`src/rtl/auth_pkg.sv`:
```
// Shared constants and types for the account authenticator.
// Account table, mode encodings, index sentinel and lockout parameters.
package auth_pkg;

    localparam int unsigned NUM_ACCOUNTS = 10;
    localparam int unsigned ACC_W        = 12;
    localparam int unsigned PIN_W        = 4;
    localparam int unsigned IDX_W        = 4;
    localparam int unsigned CNT_W        = 2;

    localparam logic MODE_FIND = 1'b0;
    localparam logic MODE_AUTH = 1'b1;

    localparam logic [IDX_W-1:0] NO_INDEX       = 4'hF;
    localparam logic [CNT_W-1:0] LOCK_THRESHOLD = 2'd3;

    // Entry i: account 1000 + 111*i, PIN (i+1) mod 16.
    localparam logic [ACC_W-1:0] ACC_TABLE [NUM_ACCOUNTS] = '{
        12'd1000, 12'd1111, 12'd1222, 12'd1333, 12'd1444,
        12'd1555, 12'd1666, 12'd1777, 12'd1888, 12'd1999
    };

    localparam logic [PIN_W-1:0] PIN_TABLE [NUM_ACCOUNTS] = '{
        4'd1, 4'd2, 4'd3, 4'd4, 4'd5,
        4'd6, 4'd7, 4'd8, 4'd9, 4'd10
    };

    typedef struct packed {
        logic [ACC_W-1:0] acc_number;
        logic [PIN_W-1:0] pin;
    } attempt_t;

    localparam attempt_t ATTEMPT_RESET = 16'hFFFF;

endpackage

```
`src/rtl/auth_lookup.sv`:
```
// Combinational compare of an account number (and PIN) against the fixed table.
module auth_lookup
    import auth_pkg::*;
(
    input  logic [ACC_W-1:0] acc_number,
    input  logic [PIN_W-1:0] pin,
    output logic             hit,
    output logic [IDX_W-1:0] hit_index,
    output logic             pin_ok
);

    // Table entries are unique, so at most one iteration can assign.
    always_comb begin
        hit       = 1'b0;
        hit_index = NO_INDEX;
        pin_ok    = 1'b0;
        for (int unsigned i = 0; i < NUM_ACCOUNTS; i++) begin
            if (acc_number == ACC_TABLE[i]) begin
                hit       = 1'b1;
                hit_index = IDX_W'(i);
                pin_ok    = (pin == PIN_TABLE[i]);
            end
        end
    end

endmodule

```
`src/rtl/authenticator.sv`:
```
// Account finder / PIN authenticator with a registered, one-cycle result.
// Optional per-account lockout after repeated wrong PINs: define AUTH_LOCKOUT_EN.
module authenticator
    import auth_pkg::*;
(
    input  logic             clk,
    input  logic             rst,
    input  logic [ACC_W-1:0] acc_number,
    input  logic [PIN_W-1:0] pin,
    input  logic             mode,
    input  logic             deauth,
    output logic             match,
    output logic [IDX_W-1:0] acc_index
);

    logic             hit;
    logic [IDX_W-1:0] hit_index;
    logic             pin_ok;
    logic             locked_c;
    logic             match_c;

    auth_lookup u_lookup (
        .acc_number (acc_number),
        .pin        (pin),
        .hit        (hit),
        .hit_index  (hit_index),
        .pin_ok     (pin_ok)
    );

`ifdef AUTH_LOCKOUT_EN
    logic [NUM_ACCOUNTS-1:0][CNT_W-1:0] fail_cnt;
    logic [NUM_ACCOUNTS-1:0][CNT_W-1:0] fail_cnt_nxt;
    logic [NUM_ACCOUNTS-1:0]            lock_flags;
    logic [NUM_ACCOUNTS-1:0]            lock_flags_nxt;
    attempt_t                           last_attempt;
    attempt_t                           last_attempt_nxt;
    attempt_t                           cur_attempt;
    logic                               attempt_c;

    assign cur_attempt = '{acc_number: acc_number, pin: pin};

    // Holding the same credentials for several cycles counts as one attempt.
    assign attempt_c = (mode == MODE_AUTH) && !deauth && (cur_attempt != last_attempt);

    always_comb begin
        locked_c = 1'b0;
        for (int unsigned i = 0; i < NUM_ACCOUNTS; i++) begin
            if (hit && (hit_index == IDX_W'(i))) begin
                locked_c = lock_flags[i];
            end
        end
    end

    // Failure counting; a locked account is frozen until reset.
    always_comb begin
        fail_cnt_nxt     = fail_cnt;
        lock_flags_nxt   = lock_flags;
        last_attempt_nxt = last_attempt;
        if (attempt_c) begin
            last_attempt_nxt = cur_attempt;
            for (int unsigned i = 0; i < NUM_ACCOUNTS; i++) begin
                if (hit && (hit_index == IDX_W'(i)) && !lock_flags[i]) begin
                    if (pin_ok) begin
                        fail_cnt_nxt[i] = '0;
                    end else begin
                        fail_cnt_nxt[i] = fail_cnt[i] + CNT_W'(1);
                        if (fail_cnt_nxt[i] == LOCK_THRESHOLD) begin
                            lock_flags_nxt[i] = 1'b1;
                        end
                    end
                end
            end
        end
    end

    always_ff @(posedge clk) begin
        if (rst) begin
            fail_cnt     <= '0;
            lock_flags   <= '0;
            last_attempt <= ATTEMPT_RESET;
        end else begin
            fail_cnt     <= fail_cnt_nxt;
            lock_flags   <= lock_flags_nxt;
            last_attempt <= last_attempt_nxt;
        end
    end
`else
    assign locked_c = 1'b0;
`endif

    always_comb begin
        match_c = 1'b0;
        if (hit) begin
            if (mode == MODE_AUTH) begin
                match_c = pin_ok && !locked_c;
            end else begin
                match_c = 1'b1;
            end
        end
    end

    // Reset beats deauth, deauth beats any lookup.
    always_ff @(posedge clk) begin
        if (rst) begin
            match     <= 1'b0;
            acc_index <= NO_INDEX;
        end else if (deauth) begin
            match     <= 1'b0;
            acc_index <= NO_INDEX;
        end else begin
            match     <= match_c;
            acc_index <= match_c ? hit_index : NO_INDEX;
        end
    end

endmodule

```
`config.mk`:
```
export PLATFORM = sky130hd
export DESIGN_NAME = authenticator
export DESIGN_NICKNAME = d
export VERILOG_FILES = /design/src/rtl/auth_pkg.sv /design/src/rtl/auth_lookup.sv /design/src/rtl/authenticator.sv
export SDC_FILE = /design/constraint.sdc
export NUM_CORES = 1
export LEC_CHECK = 0
export ABC_CLOCK_PERIOD_IN_PS = 4400
export CORE_MARGIN = 2
export CORE_UTILIZATION = 45
export DETAILED_ROUTE_END_ITERATION = 8
export PLACE_DENSITY = 0.81
export SYNTH_ARGS = -nofsm -noshare
export SYNTH_HDL_FRONTEND = slang
export SYNTH_HIERARCHICAL = 1
export SYNTH_SLANG_ARGS = --single-unit
```
`constraint.sdc`:
```
create_clock -name clk -period 4.4 [get_ports clk]
set_clock_uncertainty 0.15 [all_clocks]
set_input_delay 0.88 -clock clk [delete_from_list [all_inputs] [get_ports clk]]
set_output_delay 0.88 -clock clk [all_outputs]
set_load 0.01 [all_outputs]
```
-- Yosys cells after proc, flatten, opt, wreduce, memory -nomap -nowiden
Index checks and enable logic that the tools add are counted.
Widths: inputs -> output; s select.
- register bits after elaboration: 5
- input port bits: 20
- output and inout bits: 5
- word-level logic and storage cells: 61
- equal/unequal tests: 20
- multiplexer cells: 32
- bitwise logic cells: 1
- reduce and logical (&&, ||, !) cells: 4
- operators by type and width (operator ; number):
    $eq 12x11->1 const B ; 9
    $mux 4 ; 8
    $mux 1 ; 22
    $eq 4x3->1 const B ; 4
    $eq 12x10->1 const B ; 1
    $eq 4x4->1 const B ; 3
    $eq 4x2->1 const B ; 2
    $mux 3 ; 2
    $reduce_or 5->1 ; 1
    $eq 4x1->1 const B ; 1
    $reduce_or 4->1 ; 1
    $reduce_or 3->1 ; 1
    $reduce_or 2->1 ; 1
    $not 1->1 ; 1

-- Longest topological paths before layout
- word-level depth: 15
- depth in mapped cells: 8
- gate-level depth less buffers: 8

-- By module
The synthesis kept the hierarchy.
- modules (own cells, without submodules) (module ; times used ; cells each ; area an instance (um^2) ; seq. area each (um^2)):
    auth_lookup ; 1 ; 77 ; 513.0 ; 0.0
    authenticator ; 1 ; 12 ; 166.4 ; 100.1

-- Worst setup path after synthesis
No wires, ideal clock.
- path kind: input to register
- start point: input acc_number[5]
- end point: register acc_index[0]
- library setup time: 0.128 ns
- arrival: 2.111 ns
- required time: 4.122 ns
- slack: 2.011 ns
- cell stages on the path: 8
- path buffers: 0
- cell sequence: nor3b_1 -> nand2_1 -> mux2_2 -> nor4_1 -> o31ai_1 -> a31oi_1 -> nand2b_4 -> nand4b_1
- word-level cells in the longest chain between the ends: 15
- elaborated cells on any way between the ends: 43
- classes of those cells: eq/ne: 10; mux: 31; bitwise: 1; reduce/logical: 1
- RTL lines (item ; RTL line ; source):
    from (decl) ; authenticator.sv:8 ; input logic [ACC_W-1:0] acc_number,
    $eq 12x10->1 ; auth_lookup.sv:18 ; if (acc_number == ACC_TABLE[i]) begin
    $mux 1 (9 in series) ; auth_lookup.sv:18 ;
    $mux 1 (*) ; auth_lookup.sv:18 ;
    net pin_ok ; authenticator.sv:18 ; logic pin_ok;
    $mux 1 (*) ; authenticator.sv:94 ; if (mode == MODE_AUTH) begin
    $mux 1 (*) ; authenticator.sv:93 ; if (hit) begin
    $not 1->1 (no line) (*) ; -- ;
    $reduce_or 4->1 (no line) (*) ; -- ;
    to (signal assigned) ; authenticator.sv:112 ; acc_index <= match_c ? hit_index : NO_INDEX;
    to (decl) ; authenticator.sv:13 ; output logic [IDX_W-1:0] acc_index
The timed path passes the listed nets; every way through them passes the cells marked *.
A chain may end at the register's enable or synchronous reset.

-- Worst setup path in the final report
- start point: input acc_number[7]
- end point: register acc_index[1]
- word-level cells in the longest chain between the ends: 15
- elaborated cells on any way between the ends: 44
- classes of those cells: eq/ne: 10; mux: 32; bitwise: 1; reduce/logical: 1
- RTL lines (item ; RTL line):
    $eq 12x10->1 ; auth_lookup.sv:18
    $mux 1 (9 in series) ; auth_lookup.sv:18
    $mux 1 (*) ; auth_lookup.sv:18
    net pin_ok ; authenticator.sv:18
    $mux 1 (*) ; authenticator.sv:94
    $mux 1 (*) ; authenticator.sv:93
    $not 1->1 (no line) (*) ; --
    $reduce_or 3->1 (no line) (*) ; --
Marks and branches as above.

==> run summary <==
share of synthesized registers carrying an async set or reset - 0
cells after synthesis - 89
Clock Path Buffers - 2
# diodes - 0
share of post-route cells with drive strength above 1 - 0.154
Final WS setup - 1.42 ns
#FFs+latches synth - 5
top cells by area, synth - dfxtp_1 15%, nand4b_1 7.7%, nand2_1 5.5%
Psw - 0.0391 mW
WL final - 1930 um
area grow syn2layout - 42.2%
Clock transition at path regs - 0.04 ns
first-pass GRT wire length - 2950 um
cts repair resizes - 0
Die X-Extent - 42.9 um
crit-path max cell delay - 0.61 ns
CTS Root Cell - clkbuf_4
via count - 831
Final Setup Violations - 0
DRT iter0 DRCs - 21
Reg power frac - 0.318
Fmax achieved - 336 MHz
I/O Pins - 25
unrepaired setup endpoints after global routing - no
Critical-path top delay cell - clkdlybuf4s50_1
Post-Synth XOR/XNOR Area - 0
Tmin final - 2.98 ns
Starting Density - 0.467
htree depth - 1
setup_tns - 0 ns
post-synth top area cell - dfxtp_1
Post-CTS Setup Inserts - 0
router iterations before antenna repair - 4
largest net degree at the start of global routing - 9
post-synthesis mux area share - 0.0460
Num CTS Buffers - 3
Max Slew Vio Count - 0
Core ar. - 1450 um2
top cell type's share of synthesized area - 0.147
Max VDD drop - 79.7 uV
Tcrit/Tclk final - 0.677
power per cell area - 148 nW/um2
main combinational cell family by area after synthesis - simple AND/OR/NAND/NOR gates
critical path class - in -> reg
Seq/Total Area, Yosys - 0.147
met2 usage - 0.352
Final HPWL DP - 1620 um
Post-synth EDFFs - 0
routability cong. - 0.887
die extent in y - 42.9 um
startpoint types - primary input
syn_area_per_cell - 7.63 um2
Gate power share - 0.322
LEAKAGE - 0.306 nW
Compound-Gate Fraction of Synth Area - 0.166
Synth cell types - 35
vias in the first global route - 714
ANT nets after route - 0
crit path cell chain - clkdlybuf4s50_1, nor3b_2, a32o_1, nand4_1, a21oi_1, o31ai_1, a31oi_1, nand2b_4, nand4b_1
worst rel slew slack - 0.724
antenna violations before repair - 0
CTS Sinks - 5
Crit. End Element - flop
GR Util met3 - 0.0213
mapped cell area - 679 um2
nets@finish - 138
switching share of power - 0.274
Wirelength per Cell - 14.5 um
WP buf/inv - 1
most common cell after layout, fill and taps aside - clkdlybuf4s50_1
IO Port Bufs - 24
Synth Flop Type - dfxtp_1
Post-Synth Adder-Cell Area - 0
# Max-Cap Violations - 0
power share of the clock group - 0.360
Least-Margin Pin Slew - 0.412 ns
DR vias/cell - 6.25
pre-CTS setup slack - 1.21 ns
Row Count - 14
CP max FO - 8
cts hold-fix bufs - 0
Synthesis Warnings - 6
Mapped Nets - 109
CTS tree - yes
residual DRC count - 0
status - completed
Hold Path Class - in -> reg
Crit path arrival time - 2.93 ns
GRT overflow - 0
Req. time, crit path - 4.35 ns
Crit path max-delay family - simple AND/OR/NAND/NOR gates
Int Power - 0.104 mW
met1 GRT Util - 0.257
Overall Global Routing Usage - 0.206
Post-Synth Simple-Gate Area - 0.641
commonest non-fill, non-tap cells in the layout - 24 x clkdlybuf4s50_1, 10 x nor2_1, 10 x nand2_1
grt peak-use layer - met2
die footprint - 1840 um2
final hold viol count - 0
[path summary, 6_finish.rpt]
check                          from                      end  slack [ns]  cells after the start
worst min-delay path            rst  acc_index[2]$_SDFF_PP1_        1.17                      3
worst max-delay path  acc_number[7]  acc_index[1]$_SDFF_PP1_        1.42                      9
[per-stage QoR]
step / util / hold WS, ns / area [um2] / power (mW) / cells
2_1_floorplan: - / 0.854 / 679 / 0.0628 / 89
3_5_place_dp: 0.646 / 1.42 / 940 / 0.0914 / 129
4_1_cts: 0.664 / 1.17 / 966 / 0.144 / 133
5_1_grt: 0.664 / 1.18 / 966 / 0.151 / 133
3_3_place_gp: 0.646 / 1.40 / 940 / 0.0905 / 129
6_report: 0.664 / 1.17 / 966 / 0.143 / 133
[power by group through the flow]
| stage | Combinational [mW] | Sequential [mW] | Clock [mW] |
|---|---|---|---|
| CTS | 0.0453 | 0.0455 | 0.0534 |
| finish | 0.0460 | 0.0455 | 0.0514 |
| floorplan | 0.0165 | 0.0463 | 0 |
| detailed placement | 0.0451 | 0.0463 | 0 |
| global route | 0.0492 | 0.0454 | 0.0562 |
| global placement | 0.0443 | 0.0463 | 0 |
[routing by layer]
metal  up-vias  routed length, um
li1        403                  -
met1       385                831
met2        39                953
met3         4                128
met4         0                 19
met5         -                  0
[kinds of logic after synthesis]
logic type,after synthesis
flip-flops,5
AO/OA/AOI/OAI,16
multiplexers,3
AND/OR/NAND/NOR,65
[layout make-up]
type                       count  area [um2]
timing repair buffer          24         240
sequential                     5         100
clock buffer                   4        26.3
tap                           16        20.0
multi-input combinational     84         579
fill                         131         488
[synth_stat cells, types with 2 or more instances]
cell and number:
o21ai_0 4, nor3_1 4, nand4b_1 6, nor3b_1 3, nand3_1 4, o31ai_1 2
nand2_1 10, o21ai_1 2, nor2b_1 5, nor3b_2 2, a21oi_1 2, dfxtp_1 5
nor2_1 10, nor4b_2 2, nor4_1 2, mux2i_1 2, nand2b_1 4, nand4_1 3
[registers in the layout, summed over array words and instances (netlist names)]
register / count
acc_index: 4
match: 1
(Power assumes the default switching activity.)
